===== config.mk =====
export PLATFORM = sky130hd
export DESIGN_NAME = spell_mem_banked
export DESIGN_NICKNAME = d
export VERILOG_FILES = /design/src/rtl/spell_mem_banked_pkg.sv /design/src/rtl/spell_mem_banked_bank.sv /design/src/rtl/spell_mem_banked.sv
export SDC_FILE = /design/constraint.sdc
export NUM_CORES = 1
export LEC_CHECK = 0
export CAP_MARGIN = 20
export CORE_AREA = 2 2 214 216
export DETAILED_ROUTE_END_ITERATION = 10
export DIE_AREA = 0 0 216 218
export PLACE_DENSITY = 0.73
export SLEW_MARGIN = 30
export SYNTH_ARGS = -nofsm -noshare
export SYNTH_HDL_FRONTEND = slang
export SYNTH_HIERARCHICAL = 1
export SYNTH_SLANG_ARGS = --single-unit

===== constraint.sdc =====
create_clock -name clock -period 3 [get_ports clock]
set_input_delay 0.45 -clock clock [delete_from_list [all_inputs] [get_ports clock]]
set_output_delay 0.45 -clock clock [all_outputs]
set_load 0.005 [all_outputs]

===== src/rtl/spell_mem_banked_pkg.sv =====
// Shared memory-type encodings for the spell core memory port.
package memtypes;

  localparam logic [1:0] MemoryTypeData   = 2'd0;
  localparam logic [1:0] MemoryTypeCode   = 2'd1;
  localparam logic [1:0] MemoryTypeIO     = 2'd2;
  localparam logic [1:0] MemoryTypeEEPROM = 2'd3;

endpackage


===== src/rtl/spell_mem_banked_bank.sv =====
// Flip-flop storage bank: synchronous write-enable port, combinational read port.
module spell_mem_bank #(
  parameter int DEPTH      = 32,
  parameter int DATA_WIDTH = 8,
  parameter int ADDR_WIDTH = 8
) (
  input  logic                  clock,
  input  logic                  we,
  input  logic [ADDR_WIDTH-1:0] addr,
  input  logic [DATA_WIDTH-1:0] wdata,
  output logic [DATA_WIDTH-1:0] rdata
);

  localparam int IW = (DEPTH > 1) ? $clog2(DEPTH) : 1;

  logic [DATA_WIDTH-1:0] mem_q [DEPTH];
  logic [IW-1:0]         idx;
  logic                  in_range;

  // Local guard keeps non-power-of-two depths from indexing past the array.
  assign in_range = ({1'b0, addr} < (ADDR_WIDTH + 1)'(DEPTH));
  assign idx      = addr[IW-1:0];
  assign rdata    = in_range ? mem_q[idx] : '1;

  always_ff @(posedge clock) begin
    if (we && in_range) begin
      mem_q[idx] <= wdata;
    end
  end

endmodule


===== src/rtl/spell_mem_banked.sv =====
// Banked code/data DFF memory with wait states, abort and error reporting.
// Optional: SPELL_MEM_CODE_WP_EN makes the code bank read-only.
module spell_mem_banked
  import memtypes::*;
#(
  parameter int DATA_WIDTH  = 8,
  parameter int ADDR_WIDTH  = 8,
  parameter int CODE_DEPTH  = 32,
  parameter int DATA_DEPTH  = 32,
  parameter int WAIT_STATES = 2
) (
  input  logic                  clock,
  input  logic                  reset,
  input  logic                  select,
  input  logic [ADDR_WIDTH-1:0] addr,
  input  logic [DATA_WIDTH-1:0] data_in,
  input  logic [1:0]            memory_type,
  input  logic                  write,
  output logic [DATA_WIDTH-1:0] data_out,
  output logic                  data_ready,
  output logic                  error
);

  localparam logic [1:0] StIdle   = 2'd0;
  localparam logic [1:0] StAccess = 2'd1;
  localparam logic [1:0] StDone   = 2'd2;

  logic [1:0]            state_q, state_d;
  logic [3:0]            cnt_q, cnt_d;
  logic [ADDR_WIDTH-1:0] addr_q, addr_d;
  logic [1:0]            type_q, type_d;
  logic                  write_q, write_d;
  logic [DATA_WIDTH-1:0] wdata_q, wdata_d;
  logic [DATA_WIDTH-1:0] dout_q, dout_d;
  logic                  ready_q, ready_d;
  logic                  err_q, err_d;

  logic                  commit;
  logic                  code_hit, data_hit;
  logic                  code_ok, data_ok, op_ok;
  logic                  code_we, data_we;
  logic [DATA_WIDTH-1:0] code_rdata, data_rdata;

  assign code_hit = ({1'b0, addr_q} < (ADDR_WIDTH + 1)'(CODE_DEPTH));
  assign data_hit = ({1'b0, addr_q} < (ADDR_WIDTH + 1)'(DATA_DEPTH));
  assign commit   = (state_q == StAccess) && select && (cnt_q == '0);

  assign data_ok = (type_q == MemoryTypeData) && data_hit;
`ifdef SPELL_MEM_CODE_WP_EN
  assign code_ok = (type_q == MemoryTypeCode) && code_hit && !write_q;
`else
  assign code_ok = (type_q == MemoryTypeCode) && code_hit;
`endif
  assign op_ok = data_ok || code_ok;

  // Reset coinciding with the commit edge must not let the write land.
  assign data_we = commit && write_q && data_ok && !reset;
  assign code_we = commit && write_q && code_ok && !reset;

  spell_mem_bank #(
    .DEPTH      (CODE_DEPTH),
    .DATA_WIDTH (DATA_WIDTH),
    .ADDR_WIDTH (ADDR_WIDTH)
  ) u_code_bank (
    .clock (clock),
    .we    (code_we),
    .addr  (addr_q),
    .wdata (wdata_q),
    .rdata (code_rdata)
  );

  spell_mem_bank #(
    .DEPTH      (DATA_DEPTH),
    .DATA_WIDTH (DATA_WIDTH),
    .ADDR_WIDTH (ADDR_WIDTH)
  ) u_data_bank (
    .clock (clock),
    .we    (data_we),
    .addr  (addr_q),
    .wdata (wdata_q),
    .rdata (data_rdata)
  );

  always_comb begin
    state_d = state_q;
    cnt_d   = cnt_q;
    addr_d  = addr_q;
    type_d  = type_q;
    write_d = write_q;
    wdata_d = wdata_q;
    dout_d  = dout_q;
    ready_d = ready_q;
    err_d   = err_q;
    case (state_q)
      StIdle: begin
        if (select) begin
          addr_d  = addr;
          type_d  = memory_type;
          write_d = write;
          wdata_d = data_in;
          cnt_d   = 4'(WAIT_STATES);
          state_d = StAccess;
        end
      end
      StAccess: begin
        if (!select) begin
          state_d = StIdle;
        end else if (cnt_q != '0) begin
          cnt_d = cnt_q - 4'd1;
        end else begin
          ready_d = 1'b1;
          err_d   = !op_ok;
          if (!write_q) begin
            if (!op_ok) begin
              dout_d = '1;
            end else if (type_q == MemoryTypeCode) begin
              dout_d = code_rdata;
            end else begin
              dout_d = data_rdata;
            end
          end
          state_d = StDone;
        end
      end
      StDone: begin
        if (!select) begin
          ready_d = 1'b0;
          err_d   = 1'b0;
          state_d = StIdle;
        end
      end
      default: state_d = StIdle;
    endcase
  end

  always_ff @(posedge clock or posedge reset) begin
    if (reset) begin
      state_q <= StIdle;
      cnt_q   <= '0;
      addr_q  <= '0;
      type_q  <= '0;
      write_q <= 1'b0;
      wdata_q <= '0;
      dout_q  <= '0;
      ready_q <= 1'b0;
      err_q   <= 1'b0;
    end else begin
      state_q <= state_d;
      cnt_q   <= cnt_d;
      addr_q  <= addr_d;
      type_q  <= type_d;
      write_q <= write_d;
      wdata_q <= wdata_d;
      dout_q  <= dout_d;
      ready_q <= ready_d;
      err_q   <= err_d;
    end
  end

  assign data_out   = dout_q;
  assign data_ready = ready_q;
  assign error      = err_q;

endmodule

==> results of run 1 <==
area by class of cell:
class	instances	area, um^2	area share (%)
well taps	600	750.7	2.921
multi-input cells	592	5379	20.93
flip-flops and latches	547	16270	63.31
repair buffers	184	1584	6.164
inverters	8	33.78	0.1315
clock buffers	68	1423	5.536
clock inverters	27	259.0	1.008
synth_stat cells (20+ instances only):
| master | n |
|---|---|
| nor3_1 | 20 |
| nor2_1 | 77 |
| nand3_1 | 21 |
| mux2i_1 | 116 |
| edfxtp_1 | 512 |
| a22oi_1 | 24 |
| buf_2 | 21 |
| mux4_2 | 56 |
| nand2_1 | 64 |
| mux2_2 | 40 |
| dfrtp_1 | 35 |
timing repair:
action                                  CTS  global route
endpoints found under the hold margin     0             0
pin swaps                                 0             1
resized for setup                         2             3
gates cloned                              0             0
endpoints found under the setup margin  104           131
hold buffers                              0             0
worst min-delay path, cell delays in order:
cell             delay [ns]
clkdlybuf4s50_1        0.44
clkinvlp_4             0.13
buf_4                  0.41
power breakdown:
part	leakage, nW	switching (W)	internal [W]
sequential	5.00	0.000738	0.00933
clock	0.834	0.00272	0.00376
combinational	2.87	0.00323	0.00228
stage by stage:
stage | TNS [ns] | util, % | hold WS (ns)
final | 0 | 57.25 | 0.4380
after global placement | -16.02 | 53.43 | 0.5297
after CTS | 0 | 57.20 | 0.4328
after floorplan | -0.9319 | - | 0.4014
after global routing | 0 | 57.25 | 0.4911
after detailed placement | -37.50 | 53.43 | 0.5360
worst paths after layout:
check	startpoint	endpoint	slack, ns	depth (start not counted)
worst max-delay path	addr_q[0]	data_out[4]	0.13	9
worst min-delay path	reset	state_q[1]	0.44	3
worst max register to register	addr_q[0]	data_out[4]	0.13	9
worst min register to register	data_ready	data_ready	0.55	1
max in group asynchronous	reset	addr_q[0]	2.20	3
min in group clock	data_in[7]	wdata_q[7]	0.51	2
metal layers:
layer	up-vias	wire, um	GRT usage (%)
met2	596	23550	34.01
met5	-	0	0
met4	0	1491	6.621
li1	5216	-	-
met3	108	4714	4.226
met1	6245	22160	32.73
registers in the layout, summed over array words and instances, names as in the netlist:
register           count
data_ready             1
write_q                1
data_out               8
error                  1
type_q                 2
u_code_bank/mem_q    256
wdata_q                8
u_data_bank/mem_q    256
state_q                2
addr_q                 8
cnt_q                  4
cells by family after synthesis:
logic type	after synthesis
mux	228
fa+ha+maj	1
flops	547
buf+inv	75
simple gates	262
compound gates	101
==> results.yml, run 1 <==
run_status:
  status: "complete, no violations"
logic_synthesis:
  synth_top_flop_cell: "edfxtp_1"
  synth_top_cell_by_area: "edfxtp_1"
  synth_cell_types: 57
  syn_area_um2: 22050
  synth_seq_cells: 547
  synth_edf_count: 512
  syn_inst: 1214
  synthSimpleGateAreaFrac_pct: 5.855
  muxShareOfSynthArea_pct: 14.93
  synth_compound_area_share_pct: 3.398
  synth_top_area_share_pct: 69.72
  syn_area_per_cell_um2: 18.17
  ys_seq_area_share_pct: 73.69
  synthArstFlopShare_pct: 6.399
  synth_top_family_by_area: "multiplexers"
  synth_area_leaders: "edfxtp_1 (70%), mux4_2 (5.7%), mux2i_1 (5.3%), dfrtp_1 (4.0%), mux2_2 (2.0%)"
  synthesis.nets: 1237
  synthXorXnorAreaFrac_pct: 0
  synth-adder-area-share_pct: 0.05673
  yosys_warnings: 6
detailed_routing:
  drtAntennaViolNets: 0
  totalWireLength_mm: 51.92
  viasPerCell: 6.004
  drtIter0Drc: 1637
  wl_per_cell_um: 25.63
  first_pass_iters: 6
  vias: 12170
  drc: 0
grt:
  grt_usage_pct: 22.22
  grt_overflow: 0
  grt_max_degree: 66
  grt_pass1_wl_mm: 78.16
  antenna_found_initial: 0
  first_global_vias: 12160
clock_network:
  clockRootBuffer: "clkbuf_16"
  cts_sinks: 547
  insertion_delay_ns: 0.57
  cts_setup_buffers: 0
  clockBufferDepth: 3
  htreeDepth: 2
  path_clk_slew_ns: 0.06
  cts_tree: "built"
  cts-buffers-inserted: 52
power:
  power.density_nw_per_um2: 858.0
  finalPower_w: 0.02205
  vdd_drop_max_mv: 0.4779
  p_leak_nw: 8.705
die:
  core_area_um2: 44890
  die-area_um2: 47090
  die_height_um: 218
  start_util_pct: 49.12
  rows: 78
  fp.dieW_um: 216
  io_pins: 32
placement:
  placed_cell_area_um2: 23990
  pre_cts_ws_ns: -0.2389
  gp_congestion: 0.9443
  placedCellCount: 1931
  io_buffers: 31
  dp_hpwl_mm: 34.30
final_layout:
  fillers: 3323
  stdcell_count: 2026
  mostFrequentLayoutCell: "edfxtp_1"
  antenna_cells: 0
  design_area_um2: 25700
  layout_common_cells: "edfxtp_1 (512), buf_4 (143), mux2i_1 (116)"
  syn_to_final_growth_pct: 16.53
  final_nets: 1408
  drive_gt1_share_pct: 24.96
run:
  maxCapViolCount: 0
worst_setup_path:
  slowest_stage: "mux4_1"
  start_kind: "flip-flop"
  critPathMaxStageDelay_ns: 0.62
  worstPathCellList: "buf_12 > mux4_1 > nand3_1 > a21oi_1 > a311oi_1 > o221ai_1 > mux2i_1 > nand2_1 > mux2_2"
  path_buf_inv: 1
  cp_top_family: "multiplexers"
  critPathMaxFanout: 18
  crit_arrival_ns: 3.31
  critPathCaptureType: "flip-flop"
  path_class: "reg -> reg"
  cp.required_ns: 3.45
timing:
  fin_crit_sh_pct: 95.53
  tightest_slew_ns: 0.8486
  setup_ws_ns: 0.1342
  fin_crit_ns: 2.866
  final-setup-viol-count: 0
  drv_slew: 0
  max_slew_margin_pct: 43.43
  grt_setup_unrepaired: "false"
  worst_clock_skew_ns: 0.01890
  fmaxAchievable_ghz: 0.3489
  hold_viol: 0
hold_path:
  hold_class: "in -> async"
Power figures use the tool's default switching activity.
==> inputs of run 2 (changes only) <==
Settings changed: ABC_CLOCK_PERIOD_IN_PS set to 3000, PLACE_DENSITY 0.73 to 0.76.
==> results.yml, run 2 (same netlist as run 1, synthesis figures left out) <==
timing:
  grt_setup_unrepaired: "true"
  setup_ws_ns: 0.1286
  tightest_slew_ns: 0.8042
  hold_viol: 0
  worst_clock_skew_ns: 0.02164
  max_slew_margin_pct: 46.27
  fin_crit_ns: 2.871
  final-setup-viol-count: 0
  fin_crit_sh_pct: 95.71
  fmaxAchievable_ghz: 0.3483
  drv_slew: 0
final_layout:
  final_util_pct: 56.86
  drive_gt1_share_pct: 24.03
  layout_common_cells: "edfxtp_1 (512), buf_4 (136), mux2i_1 (116)"
  antenna_cells: 0
  mostFrequentLayoutCell: "edfxtp_1"
  top_regs: "u_code_bank/mem_q x256, u_data_bank/mem_q x256"
  stdcell_count: 2015
  syn_to_final_growth_pct: 15.74
  final_nets: 1398
detailed_routing:
  met1_length_mm: 20.38
  totalWireLength_mm: 49.82
  dr.max_layer_used: "met4"
  drtAntennaViolNets: 0
  dr_wl_met2_mm: 22.86
  drc: 0
  first_pass_iters: 8
  drtIter0Drc: 1483
  wl_met3_mm: 4.768
  viasPerCell: 6.023
  vias: 12140
  wl_per_cell_um: 24.72
worst_setup_path:
  start_kind: "flip-flop"
  cp.required_ns: 3.27
  critPathLaunch: "cnt_q[0]"
  critPathCaptureType: "flip-flop"
  critPathMaxFanout: 8
  path_class: "reg -> reg"
  crit_arrival_ns: 3.14
  r2r_start: "cnt_q[0]"
power:
  power.density_nw_per_um2: 845.5
  vdd_drop_max_mv: 0.5800
  seqPwrFrac_pct: 46.5
  finalPower_w: 0.02158
  p_leak_nw: 8.595
  clockPowerShare_pct: 28.3
  power.share.switching_pct: 30.40
  p_int_w: 0.01502
  power.share.combinational_pct: 25.2
  power.switching_w: 0.006562
die:
  fp.dieW_um: 216
  die_height_um: 218
  rows: 78
  die-area_um2: 47090
  io_pins: 32
  start_util_pct: 49.12
  core_area_um2: 44890
placement:
  gp_congestion: 0.9952
  io_buffers: 31
  pre_cts_ws_ns: -0.1242
  dp_hpwl_mm: 32.59
  placedCellCount: 1923
clock_network:
  path_clk_slew_ns: 0.06
  clockBufferDepth: 3
  clockRootBuffer: "clkbuf_16"
  cts_tree: "built"
  htreeDepth: 2
  insertion_delay_ns: 0.57
  cts-buffers-inserted: 50
  cts_sinks: 547
  cts_setup_buffers: 0
run:
  maxCapViolCount: 0
run_status:
  status: "complete, no violations"
hold_path:
  hold_class: "in -> async"
grt:
  grt_pass1_wl_mm: 75.27
  grt_max_degree: 66
  grt_overflow: 0
  antenna_found_initial: 0
  grt_usage_pct: 21.32
  first_global_vias: 12130
-- run 2: cell types whose count changed in the layout (fill, tap and decap cells not counted), moves of 2 or more --
cell and change:
clkinv_1 +2, clkbuf_16 -2, clkinv_2 -7, clkbuf_1 +3, bufinv_16 -2, buf_4 -7
-- run 2: final timing paths --
kind,endpoint,slack (ns),depth (start not counted)
worst max-delay path,u_data_bank/mem_q[13][3],0.13,10
worst min-delay path,write_q,0.39,3
worst max register to register,u_data_bank/mem_q[13][3],0.13,10
worst min register to register,data_out[2],0.51,1
max in group asynchronous,addr_q[0],2.24,3
min in group clock,addr_q[4],0.49,2
-- run 2: final cells by class --
| class | count | area (um^2) |
|---|---|---|
| fill | 3276 | 19370 |
| timing repair buffer | 176 | 1511 |
| clock buffer | 69 | 1384 |
| clock inverter | 23 | 196.4 |
| inverter | 8 | 33.78 |
| multi-input combinational | 592 | 5379 |
| sequential | 547 | 16270 |
| tap | 600 | 750.7 |
-- run 2: metrics by stage --
step	setup TNS, ns	hold WS [ns]	instance area (um^2)
2_1_floorplan	-0.9319	0.4014	22060
3_3_place_gp	-8.927	0.4885	23910
3_5_place_dp	-11.15	0.5011	23910
4_1_cts	0	0.3824	25510
5_1_grt	-0.2030	0.4134	25530
6_report	0	0.3905	25530
-- run 2: power by group through the flow --
stage          combinational [W]  clock (W)  sequential (W)
4_1_cts                  0.00536    0.00621          0.0100
6_report                 0.00544    0.00612          0.0100
3_5_place_dp             0.00532          0          0.0102
5_1_grt                  0.00574    0.00650          0.0101
2_1_floorplan            0.00330          0          0.0100
3_3_place_gp             0.00523          0          0.0102
-- run 2: repair_timing --
action                                  CTS  global route
pin swaps                                 0             1
resized for setup                         3             2
hold endpoints to repair                  0             0
hold buffers                              0             0
endpoints found under the setup margin  153            50
-- run 2: per-layer routing --
metal	up-vias	track usage [%]
met5	-	0
met4	0	7.671
met3	132	5.146
met2	645	33.11
met1	6167	29.65
li1	5192	-
-- run 2: worst max-delay path, cell delays in order, from the launching register on --
cell	delay [ns]
dfrtp_1	0.38
inv_1	0.08
ha_2	0.21
or3b_4	0.44
nor4_2	0.33
buf_4	0.19
nand2_1	0.05
or3_1	0.32
buf_4	0.19
nor3_1	0.16
buf_4	0.21
==> patch 1, RTL diff (config.mk and constraints of run 2) <==
`DATA_DEPTH`: 32 -> 16.
--- a/src/rtl/spell_mem_banked.sv
+++ b/src/rtl/spell_mem_banked.sv
@@ -8,3 +8,3 @@
   parameter int CODE_DEPTH  = 32,
-  parameter int DATA_DEPTH  = 32,
+  parameter int DATA_DEPTH  = 16,
   parameter int WAIT_STATES = 2
Function: same outputs for any inputs over 4 cycles, from zero or initial values and one cycle with reset high; that may be too few to reach the edited logic, so the function may still have changed.
==> patch 1 against run 2 <==
Synthesized area shrank 23%. Die area did not move. Worst setup slack improved by 65 ps. Highest routed layer unchanged. Wire length decreased by 24%. Critical path depth is 1 lower. Final area is 23% lower. Sequential cell count shrank 128. Largest cell class unchanged. Power decreased by 24%. Critical path type unchanged.
==> patch 1: results (changes against run 2) <==
metric;value;unit;change
status;complete, no violations;;
Post-Route Skew;22.3;ps;+0.623 ps
crit path DAT;3040;ps;-100 ps
synthesized net count;959;;-22%
final WL;37700;um;-24%
r2r setup slk;190;ps;+70 ps
Post-synth EDFFs;384;;-25%
largest net degree at the start of global routing;62;;-6.1%
DRT iter0 DRCs;1000;;-33%
Netlist cell types;66;;+16%
max incr delay on CP;500;ps;+60 ps
Max IR drop VDD;0.000821;V;+41%
fill count;3805;;+16%
fin nets;1072;;-23%
sequential-to-total area share from yosys stat;0.734;;-0.00267
average via count per standard cell;5.48;;-8.9%
LEAKAGE;6.53;nW;-24%
actual slew at the worst max-slew pin;842;ps;+37.9 ps
Synth area leaders;edfxtp_1 (68%), dfrtp_1 (5.2%), mux2_2 (4.9%), mux4_2 (4.8%), mux2i_1 (3.8%);;
layout cells sized above 1;0.259;;+0.0190
Critical-path top delay cell;or4b_4;;
placed wire-length estimate;23800;um;-27%
CTS buffer count;40;;-20%
Pre-Repair DR Iteration Count;5;;-3
first-pass GRT wire length;57500;um;-24%
number of global-route vias before repair;9379;;-23%
Switching Share;0.293;;-0.0108
ys async rst share;0.0835;;+0.0195
clock insertion delay at the later pin of the skew report;540;ps;-30 ps
Placer Congestion;0.903;;-9.2%
[patch 1: per-stage QoR]
| step | cells | setup WS, ps | utilization | total power [mW] | hold WS, ps |
|---|---|---|---|---|---|
| floorplan | 936 | 133 | - | 10.1 | 467 |
| finish | 1676 | 194 | 0.439 | 16.4 | 331 |
| global route | 1676 | 65.5 | 0.439 | 17.0 | 377 |
| global placement | 1607 | 106 | 0.410 | 11.4 | 479 |
| CTS | 1676 | 149 | 0.439 | 16.5 | 330 |
| detailed placement | 1607 | 56.6 | 0.410 | 11.5 | 493 |
[patch 1: power by group through the flow]
stage	combinational [mW]	clock (mW)	sequential, mW
finish	4.05	4.93	7.42
global route	4.32	5.22	7.45
CTS	4.02	5.01	7.42
detailed placement	4.00	0	7.54
global placement	3.92	0	7.53
floorplan	2.40	0	7.66
[patch 1: kinds of logic (layout without fill, tap and decap cells)]
kind of cell / Yosys count / count (layout) / share of synthesized area
mux: 182 / 182 / 0.148
simple gates: 186 / 186 / 0.0580
fa+ha+maj: 1 / 1 / 0.000740
flops: 419 / 419 / 0.734
compound gates: 90 / 90 / 0.0408
buf+inv: 58 / 198 / 0.0187
[patch 1: per-layer routing]
| layer | vias to the layer above | part of all wire | track usage |
|---|---|---|---|
| met4 | 0 | 0.040 | 0.0632 |
| met5 | - | 0 | 0 |
| met2 | 399 | 0.48 | 0.263 |
| met1 | 4724 | 0.41 | 0.217 |
| li1 | 3983 | - | - |
| met3 | 86 | 0.069 | 0.0264 |
[patch 1: final cells by class]
type	instances	area, sq um	area share
Sequential cell	419	12400	0.630
Multi-Input combinational cell	459	4200	0.213
Clock buffer	48	1060	0.0539
Timing Repair Buffer	123	1040	0.0527
Tap cell	600	751	0.0381
Clock inverter	21	215	0.0109
Inverter	6	22.5	0.00114
[patch 1: worst paths after layout]
| kind | startpoint | to | depth (start not counted) |
|---|---|---|---|
| min in group clock | data_ready | data_ready | 2 |
| hold / removal | reset | data_out[7] | 2 |
| max in group asynchronous | reset | wdata_q[2] | 3 |
| hold reg to reg | data_ready | data_ready | 2 |
| setup reg to reg | cnt_q[0] | u_data_bank/mem_q[12][5] | 9 |
| setup / recovery | cnt_q[0] | u_data_bank/mem_q[12][5] | 9 |
[patch 1: what timing repair did]
item / CTS / global route
endpoints found under the setup margin: 0 / 10
gates resized for setup: 0 / 2
setup buffers: 0 / 0
==> patch 2, RTL diff (settings of run 2) <==
Without the edit above. Make the reset (`reset`) synchronous in one clocked block.
--- a/src/rtl/spell_mem_banked.sv
+++ b/src/rtl/spell_mem_banked.sv
@@ -135,3 +135,3 @@
 
-  always_ff @(posedge clock or posedge reset) begin
+  always_ff @(posedge clock) begin
     if (reset) begin
Function: changed (Yosys sat finds a counterexample within 10 cycles, from zero or initial values and one cycle with reset high; the reset may be asserted at any time).
==> patch 2 against run 2 <==
Wire length up 1.5%. Sequential share of layout area down 0.24 points. Die area unchanged. Cell count up 1.8%. Final area down 0.70%. Sequential cell count unchanged. Count of clock-buffer cells in the layout up 1. Worst hold slack better by 32 ps. Synthesized area down 0.33%. Worst setup slack better by 53 ps. Via count up 1.2%. Largest cell class unchanged.
Power is not compared: it rests on default switching activity, and its combinational part moved more than twofold at a synthesized area within 25%.
==> patch 2: results (changes against run 2) <==
metric;value;unit;change
crit path DAT;3240;ps;+100 ps
vias;12300;;+1.2%
Post-synth EDFFs;512;;unchanged
Post-CTS Resized;0;;-3
M3 GR Usage;0.0435;;-0.00795
actual slew at the worst max-slew pin;910;ps;+105 ps
largest net degree at the start of global routing;66;;unchanged
clk buf depth;3;;unchanged
LEAKAGE;7.91;nW;
adder-cell share of the synthesized area;0.000569;;+0.00000191
initial antenna violation count;0;;unchanged
met3 WL post-DR;4820;um;+1.1%
first-pass GRT wire length;75800;um;+0.67%
final WL;50500;um;+1.5%
sequential-to-total area share from yosys stat;0.731;;-0.00549
WHS Endpoint;wdata_q[1];;
XOR/XNOR share of the synthesized area;0;;unchanged
reg2reg path depth;7;;-3
fin nets;1435;;+2.6%
Pre-Repair DR Iteration Count;6;;-2
status;complete, no violations;;
DRT iter0 DRCs;1553;;+4.7%
Synth area leaders;edfxtp_1 (70%), mux4_2 (5.7%), mux2i_1 (5.3%), dfxtp_1 (3.2%), mux4_1 (1.9%);;
R2R Path End;data_out[4];;
DR WL/cell;24.6;um;-0.32%
htree depth;2;;unchanged
met1 Resource Use GR;0.305;;+0.00820
Post-synth top cells;edfxtp_1 (512), mux2i_1 (116), nand2_1 (97);;
WHS Path Cells;3;;
yosys warns;6;;unchanged
CP startpoint;addr_q[0];;
Netlist cell types;58;;+1.8%
synthesized net count;1287;;+4.0%
GR met2 Demand/Resource;0.340;;+0.00890
post-synthesis compound-gate area fraction;0.0430;;+0.00899
r2r setup slk;180;ps;+50 ps
ys async rst share;0;;-0.0640
Placed Cells;1960;;+1.9%
mux cell area share after synthesis;0.135;;-0.0138
Detail Route met2 WL;23600;um;+3.4%
CTS buffer count;49;;-2.0%
largest registers;u_code_bank/mem_q (256), u_data_bank/mem_q (256);;
syn_area_per_cell;17.4;sq um;-4.3%
min-delay worst type;input pin to register;;
sequential power;8.46;mW;
Comb pwr share;0.067;;
metal1 wirelength;20900;um;+2.8%
placed wire-length estimate;33600;um;+3.1%
worst-path fanout max;19;;+11
hold path start;data_in[1];;
Placer Congestion;0.966;;-3.0%
GRT Overall Usage;0.214;;+0.00109
layout cells sized above 1;0.215;;-0.0253
Post-Route Skew;14.4;ps;-7.29 ps
fill count;3294;;+0.55%
## patch 2: changes by cell type after synthesis, sizes merged, moves of 8 or more
cell,run 2,this run
dfxtp,0,35
a311oi,2,10
dfrtp,35,0
nand2,64,97
mux2,40,12
a21oi,13,44
## patch 2: per-stage QoR
step | utilization | area (sq um) | setup WS [ps] | hold WS, ps
after global routing | 0.565 | 25300 | 66.6 | 420
after global placement | 0.528 | 23700 | 27.4 | 456
after detailed placement | 0.528 | 23700 | 28.1 | 469
after CTS | 0.564 | 25300 | 83.4 | 409
final | 0.565 | 25300 | 181 | 422
after floorplan | - | 22000 | 147 | 453
## patch 2: layout make-up
type                            instances  area, sq um  area share
Clock buffer                           70         1430      0.0563
Clock inverter                         20          184     0.00726
Inverter                                8         30.0     0.00118
Multi-Input combinational cell        634         5400       0.213
Sequential cell                       547        16100       0.635
Tap cell                              600          751      0.0296
Timing Repair Buffer                  172         1460      0.0576
## patch 2: worst max-delay path: stages (launching register included)
cell and delay [ps]:
dfxtp_4 530, buf_4 350, nor2b_1 510, a21oi_1 130, a311oi_1 460, o221ai_1 290, mux2i_1 250, a311oi_1 130
## patch 2: worst max path at each step
| stage | end | slack [ps] | cells after the start |
|---|---|---|---|
| after floorplan | u_code_bank/mem_q[12][0] | 150 | 10 |
| after global placement | u_data_bank/mem_q[16][7] | 30 | 9 |
| after detailed placement | u_data_bank/mem_q[20][3] | 30 | 9 |
| after CTS | data_out[2] | 80 | 8 |
| after global routing | data_out[2] | 70 | 8 |
| final | data_out[4] | 180 | 7 |
## patch 2: repair_timing
action / in CTS / in global routing
hold buffers: 0 / 0
buffers inserted: 0 / 1
endpoints found under the setup margin: 0 / 1
